## src/rtl/pong_game_ctrl.sv

```systemverilog
// Pong game-flow controller: button conditioning, point/win detection and
// the game-state bus that gates the ball block.

// Two-flop synchronizer plus counter debouncer; emits a one-cycle pulse
// when the accepted level goes from released to pressed.
module pong_debounce #(
  parameter int unsigned DEBOUNCE_MS = 20
) (
  input  logic clk_1ms,
  input  logic reset,
  input  logic btn,
  output logic press
);
  localparam logic [7:0] CNT_LAST = 8'(DEBOUNCE_MS - 1);

  logic       sync1;
  logic       sync2;
  logic       stable;
  logic [7:0] cnt;

  // Synchronize, count how long the new level persists, accept it at the limit.
  always_ff @(posedge clk_1ms) begin
    if (!reset) begin
      sync1  <= 1'b0;
      sync2  <= 1'b0;
      stable <= 1'b0;
      cnt    <= 8'd0;
      press  <= 1'b0;
    end else begin
      sync1 <= btn;
      sync2 <= sync1;
      press <= 1'b0;
      if (sync2 == stable) begin
        cnt <= 8'd0;
      end else if (cnt == CNT_LAST) begin
        stable <= sync2;
        cnt    <= 8'd0;
        // stable was the opposite level, so sync2=1 means a 0->1 change
        press  <= sync2;
      end else begin
        cnt <= cnt + 8'd1;
      end
    end
  end
endmodule

// Game-flow FSM.
//   state   | meaning
//   S_IDLE  | waiting for first start press, ball parked
//   S_SERVE | ball frozen for SERVE_MS cycles after a point or restart
//   S_PLAY  | ball moving, watching scores and pause
//   S_PAUSE | ball frozen by player until next pause press
//   S_OVER  | match decided, winner shown until start press
module pong_game_ctrl #(
  parameter int unsigned WIN_SCORE   = 7,
  parameter int unsigned SERVE_MS    = 1000,
  parameter int unsigned DEBOUNCE_MS = 20
) (
  input  logic       clk_1ms,
  input  logic       reset,
  input  logic       btn_start,
  input  logic       btn_pause,
  input  logic [3:0] p1_scr,
  input  logic [3:0] p2_scr,
  output logic [1:0] stateGm,
  output logic [1:0] winner,
  output logic       game_rst_n,
  output logic       paused
);
  localparam logic [3:0]  WIN_4    = 4'(WIN_SCORE);
  localparam logic [15:0] SERVE_LD = 16'(SERVE_MS);

  typedef enum logic [2:0] {
    S_IDLE,
    S_SERVE,
    S_PLAY,
    S_PAUSE,
    S_OVER
  } state_t;

  state_t      state, state_nxt;
  logic [15:0] serve_cnt, serve_cnt_nxt;
  logic [3:0]  prev1, prev2;
  logic [1:0]  winner_nxt;
  logic [1:0]  gm_nxt;
  logic        rst_n_nxt;
  logic        start_press;
  logic        pause_press;
  logic        point;

  pong_debounce #(.DEBOUNCE_MS(DEBOUNCE_MS)) u_db_start (
    .clk_1ms (clk_1ms),
    .reset   (reset),
    .btn     (btn_start),
    .press   (start_press)
  );

  pong_debounce #(.DEBOUNCE_MS(DEBOUNCE_MS)) u_db_pause (
    .clk_1ms (clk_1ms),
    .reset   (reset),
    .btn     (btn_pause),
    .press   (pause_press)
  );

  assign point = (p1_scr != prev1) || (p2_scr != prev2);

  // Next-state, serve timer, winner latch and registered output encoding.
  always_comb begin
    state_nxt     = state;
    serve_cnt_nxt = serve_cnt;
    winner_nxt    = winner;
    rst_n_nxt     = 1'b1;
    gm_nxt        = 2'b00;
    case (state)
      S_IDLE: begin
        if (start_press) begin
          state_nxt     = S_SERVE;
          serve_cnt_nxt = SERVE_LD;
        end
      end
      S_SERVE: begin
        if (serve_cnt <= 16'd1) begin
          state_nxt     = S_PLAY;
          serve_cnt_nxt = 16'd0;
        end else begin
          serve_cnt_nxt = serve_cnt - 16'd1;
        end
      end
      S_PLAY: begin
        // a scored point outranks a pause arriving in the same cycle
        if (point) begin
          if (p1_scr >= WIN_4) begin
            state_nxt  = S_OVER;
            winner_nxt = 2'b01;
          end else if (p2_scr >= WIN_4) begin
            state_nxt  = S_OVER;
            winner_nxt = 2'b10;
          end else begin
            state_nxt     = S_SERVE;
            serve_cnt_nxt = SERVE_LD;
          end
        end else if (pause_press) begin
          state_nxt = S_PAUSE;
        end
      end
      S_PAUSE: begin
        if (pause_press) state_nxt = S_PLAY;
      end
      S_OVER: begin
        if (start_press) begin
          state_nxt     = S_SERVE;
          serve_cnt_nxt = SERVE_LD;
          winner_nxt    = 2'b00;
          rst_n_nxt     = 1'b0;
        end
      end
      default: state_nxt = S_IDLE;
    endcase

    case (state_nxt)
      S_SERVE, S_PAUSE: gm_nxt = 2'b10;
      S_PLAY:           gm_nxt = 2'b01;
      S_OVER:           gm_nxt = 2'b11;
      default:          gm_nxt = 2'b00;
    endcase
  end

  // State, timer, score history and outputs all update together.
  always_ff @(posedge clk_1ms) begin
    if (!reset) begin
      state      <= S_IDLE;
      serve_cnt  <= 16'd0;
      prev1      <= 4'd0;
      prev2      <= 4'd0;
      stateGm    <= 2'b00;
      winner     <= 2'b00;
      game_rst_n <= 1'b1;
      paused     <= 1'b0;
    end else begin
      state      <= state_nxt;
      serve_cnt  <= serve_cnt_nxt;
      prev1      <= p1_scr;
      prev2      <= p2_scr;
      stateGm    <= gm_nxt;
      winner     <= winner_nxt;
      game_rst_n <= rst_n_nxt;
      paused     <= (state_nxt == S_PAUSE);
    end
  end
endmodule
```

## config.mk

```make
export PLATFORM = sky130hd
export DESIGN_NAME = pong_game_ctrl
export DESIGN_NICKNAME = d
export VERILOG_FILES = /design/src/rtl/pong_game_ctrl.sv
export SDC_FILE = /design/constraint.sdc
export NUM_CORES = 1
export LEC_CHECK = 0
export BUFFER_PORTS_ARGS = -buffer_cell sky130_fd_sc_hd__buf_2
export CORE_UTILIZATION = 45
export CTS_CLUSTER_SIZE = 20
export DETAILED_ROUTE_END_ITERATION = 10
export REMOVE_ABC_BUFFERS = 1
export SLEW_MARGIN = 20
export SYNTH_ARGS = -nofsm -noshare
export SYNTH_HDL_FRONTEND = slang
export SYNTH_HIERARCHICAL = 1
export SYNTH_SLANG_ARGS = --single-unit
```

## constraint.sdc

```tcl
create_clock -name clk_1ms -period 2.3 [get_ports clk_1ms]
set_input_delay 0.69 -clock clk_1ms [delete_from_list [all_inputs] [get_ports clk_1ms]]
set_output_delay 0.69 -clock clk_1ms [all_outputs]
set_load 0.01 [all_outputs]
```

Word-level counts from Yosys, hierarchy flattened
Cells that the tools add are included.
{"block": "totals", "ff_bits": 57, "out_inout_bits": 6, "wordCells": 85}
{"block": "classes", "add_sub_neg": 3, "magnitude_cmp": 3, "n_eq_ne": 20, "n_mux": 21, "n_bitwise": 5, "reduce_logical": 15}
{"op": "$mux 16", "n": 5}
{"op": "$pmux 16 s3", "n": 1}
{"op": "$mux 3", "n": 7}
{"op": "$add 8x1->8 const B", "n": 2}
{"op": "$eq 8x5->1 const B", "n": 2}
{"op": "$le 16x1->1 const B", "n": 1}
{"op": "$sub 16x1->16 const B", "n": 1}
{"op": "$eq 3x2->1 const B", "n": 4}
{"op": "$pmux 3 s4", "n": 1}
{"op": "$reduce_or 3->1", "n": 4}
{"op": "$ge 4x3->1 const B", "n": 2}
{"op": "$mux 2", "n": 4}
{"op": "$ne 4x4->1", "n": 2}
{"op": "$eq 3x1->1 const B", "n": 2}
{"op": "$eq 3x3->1 const B", "n": 2}
{"op": "$ne 2x2->1 const B", "n": 3}
{"op": "$pmux 2 s3", "n": 1}
{"op": "$reduce_and 2->1", "n": 3}
{"op": "$not 1->1", "n": 5}
{"op": "$reduce_and 5->1", "n": 1}
{"op": "$ne 2x1->1 const B", "n": 2}
{"op": "$pmux 2 s2", "n": 1}
{"op": "$reduce_and 4->1", "n": 1}
{"op": "$reduce_or 2->1", "n": 2}
{"op": "other kinds (7)", "n": 8}

Logic depth before layout (Yosys ltp)
Gate-level depths: netlist (run 1).
{"block": "logic_depth", "ltp_word": 8, "mapped_depth": 8, "mapped_depth_nobuf": 7}

Modules after synthesis
Netlist (run 1), hierarchy kept.
{"mod": "pong_game_ctrl", "n_inst": 1, "cells_per_inst": 205, "area_each_um2": 1765.4, "seq_area_each_um2": 660.6}
{"mod": "pong_debounce", "n_inst": 2, "cells_per_inst": 48, "area_each_um2": 490.5, "seq_area_each_um2": 240.2}

Worst setup path after synthesis (run 1)
Ideal clock, no wire load.
{"block": "synth_path", "path_kind": "input-to-reg", "from": "input p1_scr[1]", "to": "register serve_cnt[1]", "arrival_time_ns": 1.925, "slack_ns": 0.304, "path_stages": 6, "n_path_buf": 1, "path_cell_list": "a31oi_1 and2_1 o21ai_0 o21ai_1 buf_2 mux2i_1"}
{"block": "synth_between", "elab_chain_len": 4, "word_cells_on_any_way": 6}
{"item": "start, declared", "line_no": "63", "text": "input logic [3:0] p1_scr,"}
{"item": "branches (longest 3 deep; another with $ge 4x3->1)"}
{"item": "$reduce_and 5->1 (no source line) *"}
{"item": "end signal, assigned", "line_no": "181", "text": "serve_cnt <= serve_cnt_nxt;"}
{"item": "end, declared", "line_no": "82", "text": "logic [15:0] serve_cnt, serve_cnt_nxt;"}
Mark *: on every way between the ends.
A chain may end at the register's enable or synchronous reset.

Worst setup path after layout (run 1)
{"block": "layout_path", "from": "register serve_cnt[8]", "to": "register stateGm[0]"}
{"block": "layout_between", "elab_chain_len": 6, "word_cells_on_any_way": 9}
{"item": "$le 16x1->1 *", "line_no": "122", "text": "if (serve_cnt <= 16'd1) begin"}
{"item": "$mux 3 *", "line_no": "122"}
{"item": "$pmux 3 s4 *", "line_no": "114", "text": "case (state)"}
{"item": "$eq 3x2->1 / $eq 3x1->1 (equally long branches)", "line_no": "160", "text": "case (state_nxt)"}
{"item": "$reduce_or 2->1", "line_no": "160"}
{"item": "$pmux 2 s3 *", "line_no": "160"}
{"item": "end signal, assigned", "line_no": "184", "text": "stateGm <= gm_nxt;"}
{"item": "end, declared", "line_no": "65", "text": "output logic [1:0] stateGm,"}
Every way passes the cells marked *; elsewhere a longest branch is shown, timed or not.

==> metrics, run 1 <==
status=finished clean; Yosys top cell by area=dfxtp_1; EDFF count, synth=0; CP arrival=2320 ps; Clock Tree Root=clkbuf_8; Worst-Margin Slew=549 ps; Final HPWL DP=3980 µm; port bufs=17; Avg Cell Area, Syn=9.12 µm²; vias in the first global route=2189; antenna violations before repair=0; fmax=482 MHz; Pre-Repair DR Iteration Count=4; sequential power share=47.6%; Avg WL per Cell=14.1 µm; pin count of the biggest net entering global routing=17; GP Congestion=0.811; ANT nets after route=0; H-tree levels=3; # fillers=548; most frequent cell after synthesis=dfxtp_1; Final setup viols=0; synthesized area=2750 µm²; CP Launch Type=flop; core area=5920 µm²; hold violation total from the final report=0; TritonCTS Buffers=9; switching portion of total power=21.0%; Yosys top cell area share=41.5%; row cnt=28; synth cell count leaders=57 x dfxtp_1, 25 x nand2_1, 17 x a21oi_1, 17 x nor2_1, 15 x o21ai_0; Clock Path Buffers=2; nets=341; power per cell area=670 nW/µm²; Pleak=1.14 nW; Internal Power=1.67 mW; worst endpoint required time=2540 ps; Reg area=1140 µm²; global route overflow=0; Setup TNS=0 ps; Psw=0.443 mW; clk sinks=57; max cap viols=0; CTS clk-pin slew, worst paths=70 ps; synthesized instance count=301; sequential area share after synthesis=41.5%; first-pass GRT wire length=10100 µm; Final Max Tran Viols=0; Hold/Removal Path Class=flop to flop; CP Class=flop to flop; Synthesis Warnings=6; Seq cells post-synth=57; Finished Cell Area=3150 µm²; Die X=80.1 µm; area of the multi-input gates=1540 µm²; Final Util=53.3%; Peak VDD IR=0.000318 V; Hold Buf Count CTS=0; synth unique cells=61; fraction of the cycle the final worst path needs=90.2%; Max FO, Critical Path=8; max_slew headroom=63.0%; Logic pwr share=3.4%; vias per cell=5.60; Initial Util=46.4%; layout cell share with drive strength beyond 1=18.8%; area delta synth->final=14.9%; Clk Latency, worst-skew pair=330 ps; die height=80.1 µm; Area after DPL=2930 µm²; I/O pin count=18; final WL=5710 µm; Clock Skew=5.28 ps; # DRC=0; vias post-DR=2267; 1st-iter DRT viols=96; die area=6420 µm²; Synth area leaders=dfxtp_1 42%, nand2_1 3.4%, and2_1 3.2%, xnor2_1 3.2%, a21oi_1 3.1%; top_reg_cell synth=dfxtp_1; clock share of power=49.1%; fraction of registers with async set/reset=0%; fin crit period=2070 ps; RSZ-0062 raised after global routing=no; CTS tree=yes; Inserted Diodes=0; All-Layer GR Usage=20.7%; critical path endpoint category=flop
## layout by cell type (no fill, tap or decap), types with 6 or more instances in the layout
cell type,instances
a21oi_1,17
a31oi_1,9
and2_1,14
buf_2,17
buf_4,7
clkbuf_8,10
dfxtp_1,57
inv_1,7
nand2_1,25
nand3_1,7
nand4_1,7
nor2_1,17
nor3_1,11
o21ai_0,15
or3_1,6
xnor2_1,10
## cell type report
cell class / instances / area share, %
Inverter: 7 / 0.833
Multi-Input combinational cell: 226 / 48.7
Tap cell: 75 / 2.98
Clock buffer: 11 / 4.48
Clock inverter: 5 / 2.50
Timing Repair Buffer: 24 / 4.36
Sequential cell: 57 / 36.2
## what timing repair did
item,4_1_cts,5_1_grt
resized for setup,0,1
endpoints found under the setup margin,0,1
buffers inserted,0,0
## metrics by stage
step / hold slack (ps) / setup WS [ps] / power [mW] / std cells
2_1_floorplan: 412 / 132 / 1.06 / 290
3_3_place_gp: 418 / 188 / 1.10 / 389
3_5_place_dp: 420 / 180 / 1.10 / 389
4_1_cts: 436 / 189 / 2.15 / 405
5_1_grt: 451 / 135 / 2.20 / 405
6_report: 435 / 225 / 2.11 / 405
## critical path: stages (launching register included)
cell and delay [ps]:
dfxtp_1 370, or4_4 570, nor3b_4 330, a21oi_2 170, a221o_1 310, o32ai_2 240
## per-layer routing
metal  part of all wire [%]  wire, µm  track usage (%)  vias up
met4                    1.1        63             8.57        0
met3                    3.1       178             6.25        4
met1                     51      2920             26.3     1059
li1                       -         -                -     1176
met5                      0         0                0        -
met2                     45      2540             32.6       28
## state kept, by name, summed over array words and instances, names as in the netlist, 2 cells and up
| register | flops |
|---|---|
| u_db_pause/cnt | 8 |
| prev2 | 4 |
| winner | 2 |
| u_db_start/cnt | 8 |
| prev1 | 4 |
| serve_cnt | 16 |
| stateGm | 2 |
| state | 3 |
## power groups by stage
| stage | Sequential (mW) | Clock [mW] | Combinational, mW |
|---|---|---|---|
| 6_report | 1.00 | 1.04 | 0.0717 |
| 4_1_cts | 1.00 | 1.07 | 0.0724 |
| 3_5_place_dp | 1.03 | 0 | 0.0719 |
| 2_1_floorplan | 1.03 | 0 | 0.0392 |
| 3_3_place_gp | 1.03 | 0 | 0.0709 |
| 5_1_grt | 1.00 | 1.11 | 0.0816 |
## path summary, 6_finish.rpt
path | endpoint | slack (ps) | from | depth (start not counted)
max | stateGm[0] | 230 | serve_cnt[8] | 5
min | u_db_pause/sync2 | 430 | u_db_pause/sync1 | 1
max reg2reg | stateGm[0] | 230 | serve_cnt[8] | 5
min reg2reg | u_db_pause/sync2 | 430 | u_db_pause/sync1 | 1
## logic make-up after synthesis
family | count (synthesis) | share of synthesized area [%]
XOR/XNOR | 14 | 4.46
adder cells (fa/ha/maj) | 4 | 1.82
buffers and inverters | 18 | 2.78
flip-flops | 57 | 41.5
AO/OA/AOI/OAI | 80 | 20.1
AND/OR/NAND/NOR | 124 | 27.8
multiplexers | 4 | 1.46
Power figures use the tool's default switching activity.
==> run 2: changes to the inputs <==
Settings changed: ABC_AREA set to 1, REMOVE_ABC_BUFFERS 1 to unset.
==> run 2 against run 1 <==
Net effect: via count rose by 9.9%; worst setup slack improved by 340 ps; clock skew fell by 1.4 ps; non-clock buffer count fell by 5; critical path depth rose by 4; die area rose by 6.7%; flip-flop and latch count did not move; synthesized cell count rose by 45%; area after synthesis rose by 6.8%; largest power group is now sequential cells.
==> metrics, run 2 <==
Pleak=1.65 nW; Seq cells post-synth=57; Pre-Repair DR Iteration Count=4; Synthesis Warnings=6; most frequent cell after synthesis=nand2_1; Finished Cell Area=3300 µm²; Clock Tree Root=clkbuf_8; CTS clk-pin slew, worst paths=60 ps; Final Util=52.3%; most frequent cells in the layout=124 x nand2_1, 66 x inv_1, 57 x dfxtp_1; global route overflow=0; Clk Latency, worst-skew pair=340 ps; CP Launch Type=flop; Avg WL per Cell=9.83 µm; clock share of power=48.2%; largest register by flop count=serve_cnt; I/O pin count=18; clk sinks=57; Die X=82.7 µm; row cnt=29; max cap viols=0; Avg Cell Area, Syn=6.71 µm²; Worst R2R End=stateGm[1]; switching portion of total power=21.2%; Psw=0.441 mW; # fillers=648; Hold/Removal Path Class=flop to flop; pin count of the biggest net entering global routing=21; sequential power share=48.3%; final WL=5340 µm; vias per cell=4.59; fraction of registers with async set/reset=0%; worst hold stages=2; worst endpoint required time=2510 ps; die height=82.7 µm; final setup margin=567 ps; GP Congestion=0.812; Hold Path Origin=u_db_start/sync1; core area=6310 µm²; fmax=577 MHz; wl on met1=2760 µm; R2R Path Start=serve_cnt[0]; Logic pwr share=3.5%; All-Layer GR Usage=17.4%; sequential area share after synthesis=38.9%; syn nets=453; Reg area=1140 µm²; area delta synth->final=12.6%; Max FO, Critical Path=4; Internal Power=1.64 mW; synthesized area=2930 µm²; Hold Path Sink=u_db_start/sync2; CP arrival=1950 ps; status=finished clean; Worst-Margin Slew=332 ps; R2R Setup Slk=570 ps; fin crit period=1730 ps; synth unique cells=30; worst r2r path cells=9; die area=6850 µm²; Final Max Tran Viols=0; Inserted Diodes=0; Clock Skew=3.88 ps; top_reg_cell synth=dfxtp_1; Peak VDD IR=0.000397 V; EDFF count, synth=0; layout cell share with drive strength beyond 1=16.3%; Largest register FFs=16; top flop regs=serve_cnt: 16 flops, u_db_pause/cnt: 8 flops, u_db_start/cnt: 8 flops; synth cell count leaders=124 x nand2_1, 66 x inv_1, 57 x dfxtp_1; PostCTS Resize Cnt=0; Synth area leaders=dfxtp_1 39%, nand2_1 16%, inv_1 8.4%, nand3_1 5.8%, nor2_1 5.6%; antenna violations before repair=0; H-tree levels=3; ANT nets after route=0; power per cell area=630 nW/µm²; TritonCTS Buffers=9; 1st-iter DRT viols=96; Final HPWL DP=3910 µm; Setup TNS=0 ps; hold violation total from the final report=0; port bufs=17; Clock Path Buffers=2; Final setup viols=0; most common cell after layout, fill and taps aside=nand2_1; Hold Buf Count CTS=0; CP Launch Point=serve_cnt[0]; # DRC=0; Setup WS pre-CTS=269 ps; Initial Util=46.5%; setup bufs post-CTS=0; Yosys top cell area share=38.9%; vias in the first global route=2189; RSZ-0062 raised after global routing=no; Area after DPL=3090 µm²; CTS tree=yes; fraction of the cycle the final worst path needs=75.3%; critical path endpoint category=flop; area of the multi-input gates=1460 µm²; max_slew headroom=77.9%; nets=478; top sig layer=met4; synthesized instance count=437; first-pass GRT wire length=9010 µm; Yosys top cell by area=dfxtp_1; CP Class=flop to flop; met3 WL post-DR=187 µm; metal2 WL=2270 µm; vias post-DR=2492
run 2: changes by cell type after synthesis, moves of 6 or more:
cell,change
a31oi_1,-8
nor2_2,+13
inv_2,+11
inv_1,+59
and2_1,-14
or3_1,-6
nand3_1,+27
nand2_1,+99
nor2_1,+27
o21ai_0,-8
nor3_1,-7
run 2: kinds of logic (layout without fill, tap and decap cells):
kind of cell               Yosys count  in the layout  share of synthesized area (%)
AOI/OAI and AO/OA                   42             42                           8.23
adders and majority gates            4              4                           1.71
buffers and inverters               82            111                           11.3
and+or+nand+nor                    238            238                           35.7
DFF                                 57             57                           38.9
xor gates and xnor gates            14             14                           4.18
run 2: worst max-delay path: stages (launching register included):
cell and delay [ps]:
dfxtp_1 320, inv_1 120, ha_1 230, nand2_1 150, a21oi_2 210, nand2_1 160, a21oi_2 220, nand2_1 90
inv_1 50, a21oi_1 50
run 2: how the worst max path moves through the flow:
stage / endpoint / cells past startpoint / slack [ps]
2_1_floorplan: serve_cnt[10] / 9 / 600
3_3_place_gp: serve_cnt[10] / 10 / 310
3_5_place_dp: serve_cnt[11] / 10 / 270
4_1_cts: stateGm[1] / 9 / 550
5_1_grt: serve_cnt[10] / 9 / 400
6_report: stateGm[1] / 9 / 570
run 2: final cells by class:
type / count / area share [%]
Clock buffer: 13 / 5.42
Clock inverter: 2 / 1.06
Inverter: 77 / 8.75
Multi-Input combinational cell: 298 / 44.3
Sequential cell: 57 / 34.5
Tap cell: 77 / 2.92
Timing Repair Buffer: 19 / 3.03
run 2: metrics by stage:
stage	std cells	hold slack, ps	total power [mW]
finish	543	413	2.08
global route	543	439	2.15
CTS	543	416	2.10
detailed placement	528	401	1.10
global placement	528	394	1.10
floorplan	437	390	1.07
run 2: metal layers:
layer / track usage [%] / up-vias
met1: 22.5 / 1065
met5: 0 / -
li1: - / 1383
met3: 4.29 / 10
met4: 9.31 / 0
met2: 26.6 / 34
run 2: power groups by stage:
stage | registers [mW] | logic (mW) | clock network (mW)
after global placement | 1.03 | 0.0721 | 0
after global routing | 1.01 | 0.0842 | 1.06
after detailed placement | 1.03 | 0.0732 | 0
final | 1.01 | 0.0721 | 1.00
after floorplan | 1.03 | 0.0460 | 0
after CTS | 1.00 | 0.0734 | 1.02
